`config.mk`:
```
export PLATFORM = sky130hd
export DESIGN_NAME = booth_r4_seq_mult
export DESIGN_NICKNAME = d
export VERILOG_FILES = /design/src/rtl/booth_pkg.sv /design/src/rtl/booth_r4_pp_sel.sv /design/src/rtl/booth_r4_seq_mult.sv
export SDC_FILE = /design/constraint.sdc
export NUM_CORES = 1
export LEC_CHECK = 0
export CORE_AREA = 2 2 94 73
export CTS_BUF_LIST = sky130_fd_sc_hd__clkbuf_16
export DETAILED_ROUTE_END_ITERATION = 12
export DIE_AREA = 0 0 96 75
export GPL_TIMING_DRIVEN = 0
export HOLD_SLACK_MARGIN = 0.06
export MAX_ROUTING_LAYER = met4
export PLACE_DENSITY = 0.74
export SYNTH_ARGS = -nofsm -noshare
export SYNTH_HDL_FRONTEND = slang
export SYNTH_HIERARCHICAL = 1
export SYNTH_SLANG_ARGS = --single-unit
```
`constraint.sdc`:
```
create_clock -name i_clk -period 2.66 [get_ports i_clk]
set_input_delay 0.532 -clock i_clk [delete_from_list [all_inputs] [get_ports i_clk]]
set_output_delay 0.532 -clock i_clk [all_outputs]
set_load 0.01 [all_outputs]
```
`src/rtl/booth_pkg.sv`:
```
// Shared types for the radix-4 Booth sequential multiplier:
// FSM state encoding, Booth digit encoding and the group-to-digit decode.
package booth_pkg;

    typedef enum logic [1:0] {
        IDLE = 2'd0,
        CALC = 2'd1,
        DONE = 2'd2
    } state_e;

    typedef enum logic [2:0] {
        ZERO = 3'd0,
        POS1 = 3'd1,
        POS2 = 3'd2,
        NEG1 = 3'd3,
        NEG2 = 3'd4
    } digit_e;

    // Radix-4 Booth recoding of the group {q[1], q[0], q[-1]}
    function automatic digit_e booth_digit(input logic [2:0] grp);
        digit_e d;
        case (grp)
            3'b000, 3'b111: d = ZERO;
            3'b001, 3'b010: d = POS1;
            3'b011:         d = POS2;
            3'b100:         d = NEG2;
            3'b101, 3'b110: d = NEG1;
            default:        d = ZERO;
        endcase
        return d;
    endfunction

endpackage

```
`src/rtl/booth_r4_pp_sel.sv`:
```
// Partial-product selector: picks 0, +-M or +-2M for one Booth digit.
// All operands are WIDTH+2 bits so +-2M never overflows.
module booth_r4_pp_sel
    import booth_pkg::*;
#(
    parameter int WIDTH = 8
) (
    input  logic [2:0]       grp,
    input  logic [WIDTH+1:0] m_pos,
    input  logic [WIDTH+1:0] m_neg,
    output logic [WIDTH+1:0] pp
);

    // Digit decode and operand mux; doubling is a 1-bit left shift in-width
    always_comb begin
        pp = '0;
        case (booth_digit(grp))
            ZERO:    pp = '0;
            POS1:    pp = m_pos;
            POS2:    pp = {m_pos[WIDTH:0], 1'b0};
            NEG1:    pp = m_neg;
            NEG2:    pp = {m_neg[WIDTH:0], 1'b0};
            default: pp = '0;
        endcase
    end

endmodule

```
`src/rtl/booth_r4_seq_mult.sv`:
```
// Iterative radix-4 Booth signed multiplier, one digit per clock.
// -M normally arrives from the upstream negation converter on i_mcand_neg.
// Define BOOTH_NEG_INTERNAL_EN to ignore that port and negate M internally.
module booth_r4_seq_mult
    import booth_pkg::*;
#(
    parameter int WIDTH = 8
) (
    input  logic               i_clk,
    input  logic               i_rst,
    input  logic               i_valid,
    output logic               o_ready,
    input  logic [WIDTH-1:0]   i_mcand,
    input  logic [WIDTH:0]     i_mcand_neg,
    input  logic [WIDTH-1:0]   i_mplier,
    output logic               o_valid,
    input  logic               i_ready,
    output logic [2*WIDTH-1:0] o_product
);

    localparam int ITERS = WIDTH / 2;
    localparam int CW    = $clog2(ITERS + 1);
    localparam int XW    = WIDTH + 2;

    state_e           state;
    logic [XW-1:0]    m_pos;
    logic [XW-1:0]    m_neg;
    logic [XW-1:0]    acc;
    logic [WIDTH-1:0] q;
    logic             q_m1;
    logic [CW-1:0]    cnt;

    logic [XW-1:0]       m_ext;
    logic [XW-1:0]       m_neg_ld;
    logic [XW-1:0]       pp;
    logic [XW-1:0]       sum;
    logic [XW+WIDTH:0]   shifted;
    logic                last_iter;

    assign m_ext = {{2{i_mcand[WIDTH-1]}}, i_mcand};

`ifdef BOOTH_NEG_INTERNAL_EN
    logic unused_mcand_neg;
    assign unused_mcand_neg = ^i_mcand_neg;
    assign m_neg_ld = -m_ext;
`else
    assign m_neg_ld = {i_mcand_neg[WIDTH], i_mcand_neg};
`endif

    booth_r4_pp_sel #(.WIDTH(WIDTH)) u_pp_sel (
        .grp   ({q[1:0], q_m1}),
        .m_pos (m_pos),
        .m_neg (m_neg),
        .pp    (pp)
    );

    // One Booth step: add the partial product, then arithmetic shift {A,Q,q-1} by 2
    always_comb begin
        sum       = acc + pp;
        shifted   = $signed({sum, q, q_m1}) >>> 2;
        last_iter = (cnt == CW'(ITERS - 1));
    end

    assign o_ready = (state == IDLE);
    assign o_valid = (state == DONE);

    // Handshake FSM and datapath registers
    always_ff @(posedge i_clk) begin
        if (i_rst) begin
            state     <= IDLE;
            m_pos     <= '0;
            m_neg     <= '0;
            acc       <= '0;
            q         <= '0;
            q_m1      <= 1'b0;
            cnt       <= '0;
            o_product <= '0;
        end else begin
            case (state)
                IDLE: begin
                    if (i_valid) begin
                        m_pos <= m_ext;
                        m_neg <= m_neg_ld;
                        acc   <= '0;
                        q     <= i_mplier;
                        q_m1  <= 1'b0;
                        cnt   <= '0;
                        state <= CALC;
                    end
                end
                CALC: begin
                    acc  <= shifted[XW+WIDTH:WIDTH+1];
                    q    <= shifted[WIDTH:1];
                    q_m1 <= shifted[0];
                    cnt  <= cnt + CW'(1);
                    if (last_iter) begin
                        // low WIDTH bits of A above the final Q form the product
                        o_product <= shifted[2*WIDTH:1];
                        state     <= DONE;
                    end
                end
                DONE: begin
                    if (i_ready) state <= IDLE;
                end
                default: state <= IDLE;
            endcase
        end
    end

endmodule

```
==> impl_metrics.toml <==
[synthesis]
synthCells = 364
synth-main-ff-cell = "dfxtp_1"
async_flop_share = 0
ys_ff_latch = 55
syn_area_per_cell_um2 = 8.016
synth_warnings = 6
synth_edf_count = 0
yosys.cell_types.count = 49
syn_nets = 407
syn_area_um2 = 2918
yosysSeqAreaShare = 0.3774

[layout]
drive_gt1_frac = 0.2059
area_growth_pct = 38.89
fin_nets = 479
final_cells = 518
antennaDiodeCount = 0

[global_route]
grt_max_degree = 17
grt_pass1_vias = 2680
antenna_found_initial = 0
grt_first_pass_wirelength_mm = 12.56
grtUsageTotal = 0.2315
grt_overflow = 0

[worst_setup_path]
worst_path_largest_cell_delay_ps = 400
endpoint_kind = "flop"
path_class = "flop to flop"
path_buf_inv = 3
crit_chain = "buf_6 -> ha_4 -> nor2b_4 -> buf_2 -> a22oi_2 -> o221ai_1 -> ha_1 -> nand4_1 -> nand2_2 -> a31oi_4 -> buf_4 -> or3_1 -> a31oi_1"
critical_path_arrival_ps = 2960
critPathTopFamily = "simple AND/OR/NAND/NOR gates"
slowest_stage = "ha_1"
critPathMaxFanout = 5
crit_path_start_kind = "flop"
required_ps = 2880

[clock_network]
clkSinkCount = 55
clkSlewWorstSetupHoldPaths_ps = 70
root_buffer = "clkbuf_16"
cts_tree = "built"
cts_buffer_depth = 2
h-tree-depth = 2
cts_buffers = 5
clkLatencyLatePin_ps = 290

[routing]
routed_wl_mm = 8.303
drt_first_pass_iters = 5
vias = 2948
drc_errors = 0
antenna_left = 0
routedWlPerCell_um = 16.03
avgViaCountPerCell = 5.691
drt-initial-drc-count = 192

[worst_hold_path]
hold_path.class = "flop to flop"

[floorplan]
die_y_um = 75
dieArea_um2 = 7200
ios = 47
core_area_um2 = 6225
die_x_um = 96
start_util = 0.4687
row_count = 25

[sta]
clock-skew-final_ps = 4.626
fin_tns_setup_ps = -245.1
worst_hold_slack_ps = 453.1
final.min_clock_period_ps = 2742
drv_slew = 0
tightest_slew_ps = 638.4
hold_viol = 0
layout_setup_ws_ps = -81.93
rsz0062_at_grt = "true"
max_freq_mhz = 364.7
finalSetupViolCount = 5
slew_headroom = 0.5744
fin_crit_sh = 1.031

[placed_design]
place_hpwl_mm = 5.425
port_buffers = 45
dpl.cell_count = 490
gp_congestion = 0.9142

[outcome]
violations = "negative setup slack"
status = "finished, violations left"

[power_and_ir_drop]
p_per_area_nw_per_um2 = 448.6
leakage_nw = 1.443
max-vdd-ir-drop_mv = 0.3396

[flow_run]
cap_violations = 0
-- metrics by stage --
stage	instance area [µm²]	utilization	worst slack, ps	power (mW)
2_1_floorplan	2924	-	14.56	1.034
3_3_place_gp	3476	0.5584	-253.0	1.121
3_5_place_dp	3476	0.5584	-351.1	1.127
4_1_cts	3926	0.6308	-12.87	1.796
5_1_grt	4053	0.6511	-190.5	1.872
6_report	4053	0.6511	-81.93	1.818
-- cells in the final DEF (no fill, tap or decap), types with 3 or more instances in the layout --
cell type and n:
nand2_1 81, dfxtp_1 53, clkdlybuf4s50_1 45, a21oi_1 42, nor2_1 17, buf_4 17, inv_1 14, nand3_1 10
a22oi_1 10, clkbuf_1 9, buf_6 8, buf_2 8, ha_1 8, clkbuf_16 6, a22oi_2 6, nor3_1 5
a31oi_1 5, nand2b_1 4, a21oi_2 4, nand2_2 4, xnor2_1 4, ha_4 4, o221ai_2 4, o221ai_1 4
nor2b_1 3, and2_1 3, a21o_1 3, a21oi_4 3, a211oi_1 3
-- logic make-up after synthesis --
| kind of cell | synth area share |
|---|---|
| AND/OR/NAND/NOR | 0.2320 |
| XOR/XNOR | 0.02101 |
| flip-flops | 0.3774 |
| multiplexers | 0.006861 |
| buffers and inverters | 0.07461 |
| AO/OA/AOI/OAI | 0.2256 |
| adder cells (fa/ha/maj) | 0.06261 |
-- state kept, by name, indices dropped and copies added, names as in the netlist --
name / count
q: 8
o_product: 16
q_m1: 1
cnt: 3
m_neg: 9
state: 2
acc: 8
m_pos: 8
-- tightest hold or removal path, delay by kind of cell, from the launching register on --
kind	cells	cell delay, ps
flip-flops	1	310
AND/OR/NAND/NOR	1	50
AO/OA/AOI/OAI	1	50
-- where the power goes --
group          internal, mW  total (mW)  switching [mW]
clock network         0.345       0.653           0.308
logic                 0.129       0.286           0.157
registers             0.852       0.879          0.0271
total                  1.33        1.82           0.492
-- area by class of cell --
type | count | area, µm²
Fill cell | 491 | 2172
Multi-Input combinational cell | 269 | 1863
Sequential cell | 55 | 1106
Timing Repair Buffer | 65 | 605.6
Buffer | 25 | 178.9
Clock buffer | 5 | 125.1
Tap cell | 81 | 101.3
Inverter | 15 | 56.30
Clock inverter | 3 | 16.27
-- Yosys cell counts, types with 2 or more instances --
library cell / n / area share
nand2_1: 85 / 0.11
dfxtp_1: 55 / 0.38
a21oi_1: 47 / 0.081
nor2_1: 17 / 0.022
a22oi_1: 16 / 0.041
inv_1: 15 / 0.019
ha_1: 13 / 0.056
clkbuf_1: 10 / 0.013
nand3_1: 10 / 0.017
o221ai_1: 9 / 0.027
buf_2: 7 / 0.012
xnor2_1: 6 / 0.018
a31oi_1: 5 / 0.011
buf_6: 5 / 0.019
nor3_1: 5 / 0.0086
and2_1: 4 / 0.0086
nand2b_1: 4 / 0.0086
nor2b_1: 4 / 0.0086
nor4b_1: 4 / 0.012
a211oi_1: 3 / 0.0077
a21o_1: 3 / 0.0077
o21ai_1: 3 / 0.0051
a211o_1: 2 / 0.0060
buf_4: 2 / 0.0051
mux2i_1: 2 / 0.0069
nand3b_1: 2 / 0.0051
nand4_1: 2 / 0.0043
o2111ai_1: 2 / 0.0060
or3_1: 2 / 0.0043
-- per-layer routing --
| layer | part of all wire | vias to the layer above | wire [µm] | track usage |
|---|---|---|---|---|
| li1 | - | 1415 | - | - |
| met1 | 0.46 | 1419 | 3847 | 0.3045 |
| met2 | 0.48 | 104 | 3964 | 0.3735 |
| met3 | 0.052 | 10 | 430 | 0.04805 |
| met4 | 0.0073 | 0 | 61 | 0.04444 |
| met5 | 0 | - | 0 | - |
-- worst paths after layout --
| kind | endpoint | start | depth (start not counted) | slack [ps] |
|---|---|---|---|---|
| worst min-delay path | o_product[11] | o_product[11] | 2 | 450 |
| worst max-delay path | acc[5] | q_m1 | 13 | -80 |
| worst max register to register | acc[5] | q_m1 | 13 | -80 |
| worst min register to register | o_product[11] | o_product[11] | 2 | 450 |
-- timing repair --
action,4_1_cts,5_1_grt
hold buffers,0,0
resized for setup,42,14
buffers inserted,17,3
gates cloned,1,1
pin swaps,36,15
endpoints found under the setup margin,12,12
(Power assumes the default switching activity.)
==> patch 1: new RTL, config.mk and constraints unchanged <==
Re-encode `state_e` (3 states) as one-hot, 3 bits wide.
--- a/src/rtl/booth_pkg.sv
+++ b/src/rtl/booth_pkg.sv
@@ -2,10 +2,10 @@
 // FSM state encoding, Booth digit encoding and the group-to-digit decode.
 package booth_pkg;
 
-    typedef enum logic [1:0] {
-        IDLE = 2'd0,
-        CALC = 2'd1,
-        DONE = 2'd2
+    typedef enum logic [2:0] {
+        IDLE = 3'b001,
+        CALC = 3'b010,
+        DONE = 3'b100
     } state_e;
 
     typedef enum logic [2:0] {
Formal check against the unedited RTL: same outputs for any inputs over 4 cycles, from zero or initial values and one cycle with i_rst high; so few cycles prove little.
==> patch 1 against the original RTL <==
The run still ends with negative setup slack left. Power grew 5.4%. Synthesized area decreased by 0.51%. Setup slack got worse by 0.16 ns. Largest power group unchanged. Routed wire length decreased by 0.60%. Sequential share of layout area grew 0.63 points. Sequential cell count up 1. Cell area down 0.28%. Combinational power shrank 13%.
==> patch 1: results (changes against the original RTL) <==
| Metric | Value |
|---|---|
| Status | finished, violations left |
| Failing checks | negative setup slack |
| Clk_skew | 0.00837 ns (+0.00374 ns) |
| First drt pass iteration count | 4 (-1) |
| Clock distribution power | 771 µW (+18%) |
| Dpl hpwl | 5.38 mm (-0.83%) |
| Drt via density | 5.57 (-2.1%) |
| Largest stage delay, worst path | 0.37 ns (-0.03 ns) |
| Tot GR Track Use | 23.5% (+0.32 points) |
| Complex-gate fraction of the synthesized area | 22.5% (-0.099 points) |
| CP top delay family | compound AO/OA/AOI/OAI gates |
| IO Port Bufs | 46 (+2.2%) |
| Xor-xnor portion of the synthesized cell area | 2.41% (+0.31 points) |
| Worst setup margin | -0.244 ns (-0.162 ns) |
| Layout cell share with drive strength beyond 1 | 19.6% (-1.0 points) |
| DR WL met2 | 4.04 mm (+1.9%) |
| Count of final setup violators | 6 (+1) |
| Pin count of the biggest net entering global routing | 19 (+2) |
| Yosys cell types | 48 (-2.0%) |
| Met3 wire length | 413 µm (-4.0%) |
| GP Congestion | 0.880 (-3.8%) |
| Worst hold start | o_product[0]$_SDFFE_PP0P_ |
| Crit path DAT | 3.13 ns (+0.17 ns) |
| Placed cells | 497 (+1.4%) |
| Area contributors post-synth | dfxtp_1 (39%), nand2_1 (13%), a21oi_1 (7.6%) |
| Final #Nets | 486 (+1.5%) |
| Routed WL | 8.25 mm (-0.60%) |
| Filler instances | 525 (+6.9%) |
| Mapped Cells | 370 (+1.6%) |
| Global-route wire length before repair | 12.6 mm (+0.60%) |
| Vias in the first global route | 2681 (+0.037%) |
| Setup TNS | -0.529 ns (-0.284 ns) |
## patch 1: cell types whose count changed after synthesis, sizes merged, moves of 3 or more
cell | unedited run | this run
a21oi | 49 | 44
a22oi | 16 | 9
a311oi | 0 | 9
buf | 15 | 12
nand2 | 85 | 99
nand3b | 2 | 5
nor2 | 18 | 25
nor4b | 4 | 0
xor2 | 1 | 4
## patch 1: timing repair
action                     4_1_cts  5_1_grt
resized for setup               23       25
pin swaps                       18       17
setup endpoints to repair       14       10
buffers inserted                 9       12
## patch 1: cell type report
class / count / area, µm² / area share (%)
Sequential cell: 56 / 1130 / 27.9
Clock buffer: 5 / 125 / 3.10
Timing Repair Buffer: 67 / 651 / 16.1
Tap cell: 81 / 101 / 2.51
Inverter: 13 / 48.8 / 1.21
Clock inverter: 3 / 46.3 / 1.15
Multi-Input combinational cell: 277 / 1830 / 45.2
Buffer: 23 / 113 / 2.79
==> patch 2: new RTL, same flow settings <==
Without the edit above. `WIDTH` is set to 8 in 2 places; all go to 16.
--- a/src/rtl/booth_r4_pp_sel.sv
+++ b/src/rtl/booth_r4_pp_sel.sv
@@ -3,7 +3,7 @@
 module booth_r4_pp_sel
     import booth_pkg::*;
 #(
-    parameter int WIDTH = 8
+    parameter int WIDTH = 16
 ) (
     input  logic [2:0]       grp,
     input  logic [WIDTH+1:0] m_pos,
--- a/src/rtl/booth_r4_seq_mult.sv
+++ b/src/rtl/booth_r4_seq_mult.sv
@@ -4,7 +4,7 @@
 module booth_r4_seq_mult
     import booth_pkg::*;
 #(
-    parameter int WIDTH = 8
+    parameter int WIDTH = 16
 ) (
     input  logic               i_clk,
     input  logic               i_rst,
Ports: changed (resized i_mcand, i_mcand_neg, i_mplier and o_product); port bits go from 47 to 87. The function was not compared with the original's and may differ.
==> patch 2 against the original RTL <==
The flow now stops in global placement without I/O. Synthesized cell count grew 84%. Synthesized area up 86%.
==> patch 2: results (changes against the original RTL) <==
| Metric | Value |
|---|---|
| Status | did not finish |
| Area contributors post-synth | dfxtp_1 (38%), nand2_1 (11%), a21oi_1 (8.8%) |
| Synthesized flop and latch total | 104 (+89%) |
| Share of flip-flops with an asynchronous set or reset | 0% (unchanged) |
| Xor-xnor portion of the synthesized cell area | 1.13% (-0.97 points) |
| Error | [ERROR GPL-0301] Utilization 101.198 % exceeds 100%. |
| Ys Warns | 6 (unchanged) |
| Yosys cell types | 65 (+33%) |
| Failed at | global placement without I/O |
| Syn_area_per_cell | 8.13 µm² (+1.4%) |
| Post-Synth Adder-Cell Area | 4.98% (-1.3 points) |
| Post-synthesis mux area share | 0.553% (-0.13 points) |
| Syn_nets | 742 (+82%) |
| Post-synth EDFFs | 0 (unchanged) |
| Complex-gate fraction of the synthesized area | 27.3% (+4.8 points) |
| Synth top cells by count | nand2_1 (165), dfxtp_1 (104), a21oi_1 (95) |
| Primary FF master, synth | dfxtp_1 |
| Part of the Yosys area used for sequential elements | 38.4% (+0.62 points) |
patch 2: kinds of logic after synthesis:
kind of cell / count (synthesis)
mux: 3
compound gates: 207
xor+xnor: 7
simple gates: 252
buf+inv: 74
flops: 104
fa+ha+maj: 21
